===== src/rtl/time_counter_gen_if.sv =====
// Bundle of control, time-load handshake and display signals for time_counter_gen.
// DAY_COUNT_EN adds the 16-bit DAY_CNT output.
interface time_counter_gen_if;
    logic       TICK_EN;
    logic       RUN;
    logic       MODE_12H;
    logic       SET_VALID;
    logic       SET_READY;
    logic [4:0] SET_HOUR;
    logic [5:0] SET_MIN;
    logic [5:0] SET_SEC;
    logic       SET_ERR;
    logic [4:0] HOUR;
    logic [5:0] MIN;
    logic [5:0] SEC;
    logic [3:0] H10;
    logic [3:0] H1;
    logic [3:0] M10;
    logic [3:0] M1;
    logic [3:0] S10;
    logic [3:0] S1;
    logic       PM;
    logic       SEC_PULSE;
`ifdef DAY_COUNT_EN
    logic [15:0] DAY_CNT;
`endif

    modport master (
        output TICK_EN, RUN, MODE_12H, SET_VALID, SET_HOUR, SET_MIN, SET_SEC,
        input  SET_READY, SET_ERR, HOUR, MIN, SEC, H10, H1, M10, M1, S10, S1,
               PM, SEC_PULSE
`ifdef DAY_COUNT_EN
        , input DAY_CNT
`endif
    );

    modport slave (
        input  TICK_EN, RUN, MODE_12H, SET_VALID, SET_HOUR, SET_MIN, SET_SEC,
        output SET_READY, SET_ERR, HOUR, MIN, SEC, H10, H1, M10, M1, S10, S1,
               PM, SEC_PULSE
`ifdef DAY_COUNT_EN
        , output DAY_CNT
`endif
    );
endinterface


===== src/rtl/time_counter_gen.sv =====
// HH:MM:SS time-of-day counter with prescaler, validated time-set load and BCD display outputs.
// Define DAY_COUNT_EN to add the DAY_CNT day counter.
module time_counter_gen #(
    parameter int TICKS_PER_SEC = 100,
    parameter int PRE_W         = 7
) (
    input logic               CLK,
    input logic               RESET,
    time_counter_gen_if.slave bus
);
    typedef enum logic [1:0] {IDLE, CHECK, LOAD, ERR} state_t;

    localparam logic [PRE_W-1:0] PRE_MAX = PRE_W'(TICKS_PER_SEC - 1);

    state_t           state_q, state_d;
    logic [PRE_W-1:0] pre_q, pre_d;
    logic [4:0]       hour_q, hour_d;
    logic [5:0]       min_q, min_d;
    logic [5:0]       sec_q, sec_d;
    logic [4:0]       cap_hour_q, cap_hour_d;
    logic [5:0]       cap_min_q, cap_min_d;
    logic [5:0]       cap_sec_q, cap_sec_d;
    logic             set_err_q, set_err_d;
    logic             sec_pulse_q, sec_pulse_d;
    logic             tick;
`ifdef DAY_COUNT_EN
    logic [15:0]      day_q, day_d;
`endif

    always_comb begin
        state_d     = state_q;
        pre_d       = pre_q;
        hour_d      = hour_q;
        min_d       = min_q;
        sec_d       = sec_q;
        cap_hour_d  = cap_hour_q;
        cap_min_d   = cap_min_q;
        cap_sec_d   = cap_sec_q;
        set_err_d   = 1'b0;
        sec_pulse_d = 1'b0;
        tick        = 1'b0;
`ifdef DAY_COUNT_EN
        day_d       = day_q;
`endif

        case (state_q)
            IDLE: begin
                // An accepted load freezes the prescaler in the same cycle, so it beats a tick
                if (bus.SET_VALID) begin
                    cap_hour_d = bus.SET_HOUR;
                    cap_min_d  = bus.SET_MIN;
                    cap_sec_d  = bus.SET_SEC;
                    state_d    = CHECK;
                end else if (bus.TICK_EN && bus.RUN) begin
                    if (pre_q == PRE_MAX) begin
                        pre_d = '0;
                        tick  = 1'b1;
                    end else begin
                        pre_d = pre_q + PRE_W'(1);
                    end
                end
            end
            CHECK: begin
                if (cap_hour_q <= 5'd23 && cap_min_q <= 6'd59 && cap_sec_q <= 6'd59) begin
                    state_d = LOAD;
                end else begin
                    state_d   = ERR;
                    set_err_d = 1'b1;
                end
            end
            LOAD: begin
                hour_d  = cap_hour_q;
                min_d   = cap_min_q;
                sec_d   = cap_sec_q;
                pre_d   = '0;
                state_d = IDLE;
            end
            default: state_d = IDLE;
        endcase

        if (tick) begin
            sec_pulse_d = 1'b1;
            if (sec_q == 6'd59) begin
                sec_d = '0;
                if (min_q == 6'd59) begin
                    min_d = '0;
                    if (hour_q == 5'd23) begin
                        hour_d = '0;
`ifdef DAY_COUNT_EN
                        day_d  = day_q + 16'd1;
`endif
                    end else begin
                        hour_d = hour_q + 5'd1;
                    end
                end else begin
                    min_d = min_q + 6'd1;
                end
            end else begin
                sec_d = sec_q + 6'd1;
            end
        end
    end

    always_ff @(posedge CLK or posedge RESET) begin
        if (RESET) begin
            state_q     <= IDLE;
            pre_q       <= '0;
            hour_q      <= '0;
            min_q       <= '0;
            sec_q       <= '0;
            cap_hour_q  <= '0;
            cap_min_q   <= '0;
            cap_sec_q   <= '0;
            set_err_q   <= 1'b0;
            sec_pulse_q <= 1'b0;
`ifdef DAY_COUNT_EN
            day_q       <= '0;
`endif
        end else begin
            state_q     <= state_d;
            pre_q       <= pre_d;
            hour_q      <= hour_d;
            min_q       <= min_d;
            sec_q       <= sec_d;
            cap_hour_q  <= cap_hour_d;
            cap_min_q   <= cap_min_d;
            cap_sec_q   <= cap_sec_d;
            set_err_q   <= set_err_d;
            sec_pulse_q <= sec_pulse_d;
`ifdef DAY_COUNT_EN
            day_q       <= day_d;
`endif
        end
    end

    function automatic logic [7:0] to_bcd(input logic [5:0] v);
        logic [3:0] t;
        logic [5:0] r;
        t = 4'd0;
        r = v;
        for (int k = 0; k < 6; k++) begin
            if (r >= 6'd10) begin
                r = r - 6'd10;
                t = t + 4'd1;
            end
        end
        return {t, r[3:0]};
    endfunction

    // 12-hour display: 0 shows as 12, 13..23 fold down to 1..11
    logic [4:0] hour_disp;
    always_comb begin
        hour_disp = hour_q;
        if (bus.MODE_12H) begin
            if (hour_q == 5'd0)
                hour_disp = 5'd12;
            else if (hour_q > 5'd12)
                hour_disp = hour_q - 5'd12;
        end
    end

    logic [5:0] bin_val [3];
    logic [3:0] tens    [3];
    logic [3:0] ones    [3];

    assign bin_val[0] = {1'b0, hour_disp};
    assign bin_val[1] = min_q;
    assign bin_val[2] = sec_q;

    generate
        for (genvar gi = 0; gi < 3; gi++) begin : g_bcd
            assign {tens[gi], ones[gi]} = to_bcd(bin_val[gi]);
        end
    endgenerate

    assign bus.H10       = tens[0];
    assign bus.H1        = ones[0];
    assign bus.M10       = tens[1];
    assign bus.M1        = ones[1];
    assign bus.S10       = tens[2];
    assign bus.S1        = ones[2];
    assign bus.HOUR      = hour_q;
    assign bus.MIN       = min_q;
    assign bus.SEC       = sec_q;
    assign bus.PM        = (hour_q >= 5'd12);
    assign bus.SET_READY = (state_q == IDLE);
    assign bus.SET_ERR   = set_err_q;
    assign bus.SEC_PULSE = sec_pulse_q;
`ifdef DAY_COUNT_EN
    assign bus.DAY_CNT   = day_q;
`endif
endmodule


===== src/flat_wrapper.sv =====
// flat-port wrapper written by rule: the top's interface ports become plain ports
module time_counter_gen_flat 
#(
    parameter int TICKS_PER_SEC = 100,
    parameter int PRE_W         = 7
)
  (CLK, RESET, bus_TICK_EN, bus_RUN, bus_MODE_12H, bus_SET_VALID, bus_SET_HOUR, bus_SET_MIN, bus_SET_SEC, bus_SET_READY, bus_SET_ERR, bus_HOUR, bus_MIN, bus_SEC, bus_H10, bus_H1, bus_M10, bus_M1, bus_S10, bus_S1, bus_PM, bus_SEC_PULSE);
  time_counter_gen_if bus_i ();
  input logic CLK;
  input logic RESET;
  input wire logic [$bits(bus_i.TICK_EN)-1:0] bus_TICK_EN;
  input wire logic [$bits(bus_i.RUN)-1:0] bus_RUN;
  input wire logic [$bits(bus_i.MODE_12H)-1:0] bus_MODE_12H;
  input wire logic [$bits(bus_i.SET_VALID)-1:0] bus_SET_VALID;
  input wire logic [$bits(bus_i.SET_HOUR)-1:0] bus_SET_HOUR;
  input wire logic [$bits(bus_i.SET_MIN)-1:0] bus_SET_MIN;
  input wire logic [$bits(bus_i.SET_SEC)-1:0] bus_SET_SEC;
  output wire logic [$bits(bus_i.SET_READY)-1:0] bus_SET_READY;
  output wire logic [$bits(bus_i.SET_ERR)-1:0] bus_SET_ERR;
  output wire logic [$bits(bus_i.HOUR)-1:0] bus_HOUR;
  output wire logic [$bits(bus_i.MIN)-1:0] bus_MIN;
  output wire logic [$bits(bus_i.SEC)-1:0] bus_SEC;
  output wire logic [$bits(bus_i.H10)-1:0] bus_H10;
  output wire logic [$bits(bus_i.H1)-1:0] bus_H1;
  output wire logic [$bits(bus_i.M10)-1:0] bus_M10;
  output wire logic [$bits(bus_i.M1)-1:0] bus_M1;
  output wire logic [$bits(bus_i.S10)-1:0] bus_S10;
  output wire logic [$bits(bus_i.S1)-1:0] bus_S1;
  output wire logic [$bits(bus_i.PM)-1:0] bus_PM;
  output wire logic [$bits(bus_i.SEC_PULSE)-1:0] bus_SEC_PULSE;
  assign bus_i.TICK_EN = bus_TICK_EN;
  assign bus_i.RUN = bus_RUN;
  assign bus_i.MODE_12H = bus_MODE_12H;
  assign bus_i.SET_VALID = bus_SET_VALID;
  assign bus_i.SET_HOUR = bus_SET_HOUR;
  assign bus_i.SET_MIN = bus_SET_MIN;
  assign bus_i.SET_SEC = bus_SET_SEC;
  assign bus_SET_READY = bus_i.SET_READY;
  assign bus_SET_ERR = bus_i.SET_ERR;
  assign bus_HOUR = bus_i.HOUR;
  assign bus_MIN = bus_i.MIN;
  assign bus_SEC = bus_i.SEC;
  assign bus_H10 = bus_i.H10;
  assign bus_H1 = bus_i.H1;
  assign bus_M10 = bus_i.M10;
  assign bus_M1 = bus_i.M1;
  assign bus_S10 = bus_i.S10;
  assign bus_S1 = bus_i.S1;
  assign bus_PM = bus_i.PM;
  assign bus_SEC_PULSE = bus_i.SEC_PULSE;
  time_counter_gen #(.TICKS_PER_SEC(TICKS_PER_SEC), .PRE_W(PRE_W)) u_core (.CLK(CLK), .RESET(RESET), .bus(bus_i));
endmodule

===== config.mk =====
export PLATFORM = sky130hd
export DESIGN_NAME = time_counter_gen_flat
export DESIGN_NICKNAME = d
export VERILOG_FILES = /design/src/rtl/time_counter_gen_if.sv /design/src/rtl/time_counter_gen.sv /design/src/flat_wrapper.sv
export SDC_FILE = /design/constraint.sdc
export NUM_CORES = 1
export LEC_CHECK = 0
export BUFFER_PORTS_ARGS = -buffer_cell sky130_fd_sc_hd__buf_2
export CAP_MARGIN = 20
export CELL_PAD_IN_SITES_DETAIL_PLACEMENT = 1
export CELL_PAD_IN_SITES_GLOBAL_PLACEMENT = 1
export CORE_AREA = 2 2 170 89
export DETAILED_ROUTE_END_ITERATION = 7
export DIE_AREA = 0 0 172 91
export GPL_TIMING_DRIVEN = 1
export HOLD_SLACK_MARGIN = 0.12
export MAX_ROUTING_LAYER = met4
export PLACE_DENSITY = 0.89
export SLEW_MARGIN = 30
export SYNTH_ARGS = -nofsm -noshare
export SYNTH_HDL_FRONTEND = slang
export SYNTH_SLANG_ARGS = --single-unit

===== constraint.sdc =====
create_clock -name CLK -period 24.5 [get_ports CLK]
set_input_delay 3.675 -clock CLK [delete_from_list [all_inputs] [get_ports CLK]]
set_output_delay 3.675 -clock CLK [all_outputs]
set_load 0.02 [all_outputs]

==> results.md <==
- Status: complete, no violations
- Initial Util: 0.440
- Hold Path Stages: 1
- Worst r2r src: u_core.bus.MIN[0]
- Io pins: 68
- Clk sinks: 45
- Hold Fails Final Rpt: 0
- Mapped Area: 6210 sq um
- Core Area: 14100 sq um
- DR top layer: met4
- Synthesized area per cell: 7.78 sq um
- Top post-synthesis cells by area: dfrtp_1 (18%), ha_1 (10%), nand2_1 (4.8%)
- Crit end category: primary output
- Clock Pin Slew Worst Setup and Hold Paths: 60 ps
- CP arrival: 9410 ps
- Worst setup path end: bus_S10[2]
- Post-synth top area cell: dfrtp_1
- Met3 WL: 882 microns
- Synth Register Bits: 45
- Multi-input logic area: 4720 sq um
- Ratio of cells with drive above 1 in the final layout: 0.181
- GRT overflow: 0
- Setup TNS: 0 ps
- Post-Route WL: 18400 microns
- PostCTS Resize Cnt: 0
- IO Port Bufs: 67
- Final Skew: 9.72 ps
- Initial DRC count: 501
- Min-Delay Path Class: flop to flop
- Most common cell in the netlist: nand2_1
- CP max stage cell: nor3_2
- Post-synth top cells: nand2_1 (80), nor2_1 (59), inv_1 (53)
- Hold buffers post-CTS: 0
- Yosys cell types: 94
- Main flop type after synthesis: dfrtp_1
- Worst Max-Slew Pin Slew: 932 ps
- CP dominant cell by count: ha_1
- EDFF count, synth: 0
- Fillers: 1782
- Chip width: 172 microns
- Slowest stage delay, CP: 710 ps
- Share of the synthesized area in the top cell type: 0.181
- Post-synthesis sequential area ratio: 0.181
- Synthesized Nets: 871
- RSZ-0062 raised after global routing: false
- Reg2reg setup slack: 21820 ps
- Crit Path Category: flop to primary output
- Synth warnings: 0
- Endpoints failing setup: 0
- Total global-route track usage: 0.247
- CP Launch Type: flop
- Placer congestion estimate: 0.852
- Slew Viols, Final: 0
- Final period util: 0.534
- Vias per cell: 6.01
- Post-layout net count: 910
- CTS tree: built
- H-tree depth reported by CTS: 2
- CTS buffer count: 5
- TritonRoute pass-1 iters: 5
- Die height: 91 microns
- MaxCap Viol Count: 0
- Initial antenna violation count: 0
- ANT nets after route: 0
- Worst flop-to-flop path endpoint: u_core.bus.HOUR[2]
- Crit Path Max Fanout: 17
- Clock latency on the worst-skew pair: 300 ps
- Area Overhead vs Synth: 9.41%
- Clock Tree Buf Depth: 2
- Achievable clock frequency: 76.4 MHz
- Vias in the first global route: 6168
- CTS root buf: clkbuf_16
- Wire per inst: 17.7 microns
- WL met1: 9740 microns
- Inserted Diodes: 0
- # DRC: 0
- FF-to-FF path depth: 7
- Worst Setup SP: u_core.bus.SEC[1]
- Via Count: 6230
- Async SR Flop Fraction: 1.00
- Min Tclk post-route: 13090 ps
- Met2 WL: 7590 microns
- Post-synthesis cell count: 798
- DP HPWL: 14200 microns
- # rows: 31
- Headroom to the max-slew limit: 0.379
- Required time worst endpoint: 20820 ps
- First-pass GRT wire length: 31200 microns
- Reg area: 1130 sq um
- Pin count of the biggest net entering global routing: 46
- DIE AREA: 15700 sq um
- Post-CTS Setup Inserts: 0
## registers in the layout, indices dropped and copies added (netlist names)
register              cells
u_core.bus.MIN            6
u_core.cap_sec_q          6
u_core.pre_q              7
u_core.state_q            2
u_core.cap_hour_q         5
u_core.bus.HOUR           5
u_core.bus.SET_ERR        1
u_core.bus.SEC            6
u_core.bus.SEC_PULSE      1
u_core.cap_min_q          6
## area by class of cell
cell class | count | share of cell area
multi-input cells | 662 | 0.694
flip-flops and latches | 45 | 0.166
repair buffers | 69 | 0.0516
well taps | 198 | 0.0365
inverters | 54 | 0.0302
clock buffers | 5 | 0.0184
clock inverters | 3 | 0.00313
## through the flow
stage          setup WS (ps)  area (sq um)   util  hold WS (ps)  std cells
2_1_floorplan          12580          6210      -           472        798
3_3_place_gp           12080          6640  0.470           491       1028
3_5_place_dp           11700          6640  0.470           505       1028
4_1_cts                11530          6780  0.480           524       1036
5_1_grt                10610          6790  0.481           545       1036
6_report               11410          6790  0.481           521       1036
## critical path: cells and delay by family (launching register included)
family / cells / cell delay [ps]
xor gates and xnor gates: 2 / 580
and+or+nand+nor: 9 / 2320
adders and majority gates: 6 / 1440
muxes: 2 / 750
AOI/OAI and AO/OA: 10 / 2440
DFF: 1 / 640
buffers and inverters: 6 / 920
## cell families (layout without fill, tap and decap cells)
logic type / after synthesis / in the layout / synth area share
buffers and inverters: 91 / 131 / 0.0605
xor gates and xnor gates: 37 / 37 / 0.0534
adders and majority gates: 50 / 50 / 0.101
AOI/OAI and AO/OA: 228 / 228 / 0.271
and+or+nand+nor: 308 / 308 / 0.264
muxes: 39 / 39 / 0.0687
DFF: 45 / 45 / 0.181
## worst min path at each step
stage	slack, ps	startpoint	endpoint
after floorplan	470	u_core.cap_sec_q[2]	u_core.bus.SEC[2]
after detailed placement	500	u_core.cap_hour_q[2]	u_core.bus.HOUR[2]
after global routing	540	u_core.cap_sec_q[1]	u_core.cap_sec_q[1]
after global placement	490	u_core.cap_hour_q[2]	u_core.bus.HOUR[2]
final	520	u_core.cap_sec_q[0]	u_core.cap_sec_q[0]
after CTS	520	u_core.cap_hour_q[2]	u_core.bus.HOUR[2]
## cells in the final DEF (no fill, tap or decap), drive strengths merged, types with 9 or more instances in the layout
cell type / instances
nor2b: 11
buf: 69
inv: 53
and3: 14
xor2: 16
a21oi: 49
o21ai: 60
nor3: 21
a221o: 9
ha: 50
nand2b: 12
nor3b: 11
mux2i: 13
xnor2: 21
a31oi: 9
or2: 13
or3: 12
and2: 10
a211oi: 10
nand2: 80
dfrtp: 45
mux2: 26
nand3: 27
nor2: 61
## layer usage
metal  up-vias  global-route usage
met5         -                   -
met4         0              0.0441
met3        13              0.0262
met2       147               0.357
met1      3051               0.371
li1       3019                   -
Power is left out: the tool's default activity adds up to more than one toggle a clock period on the data nets, which glitch-free logic cannot reach.
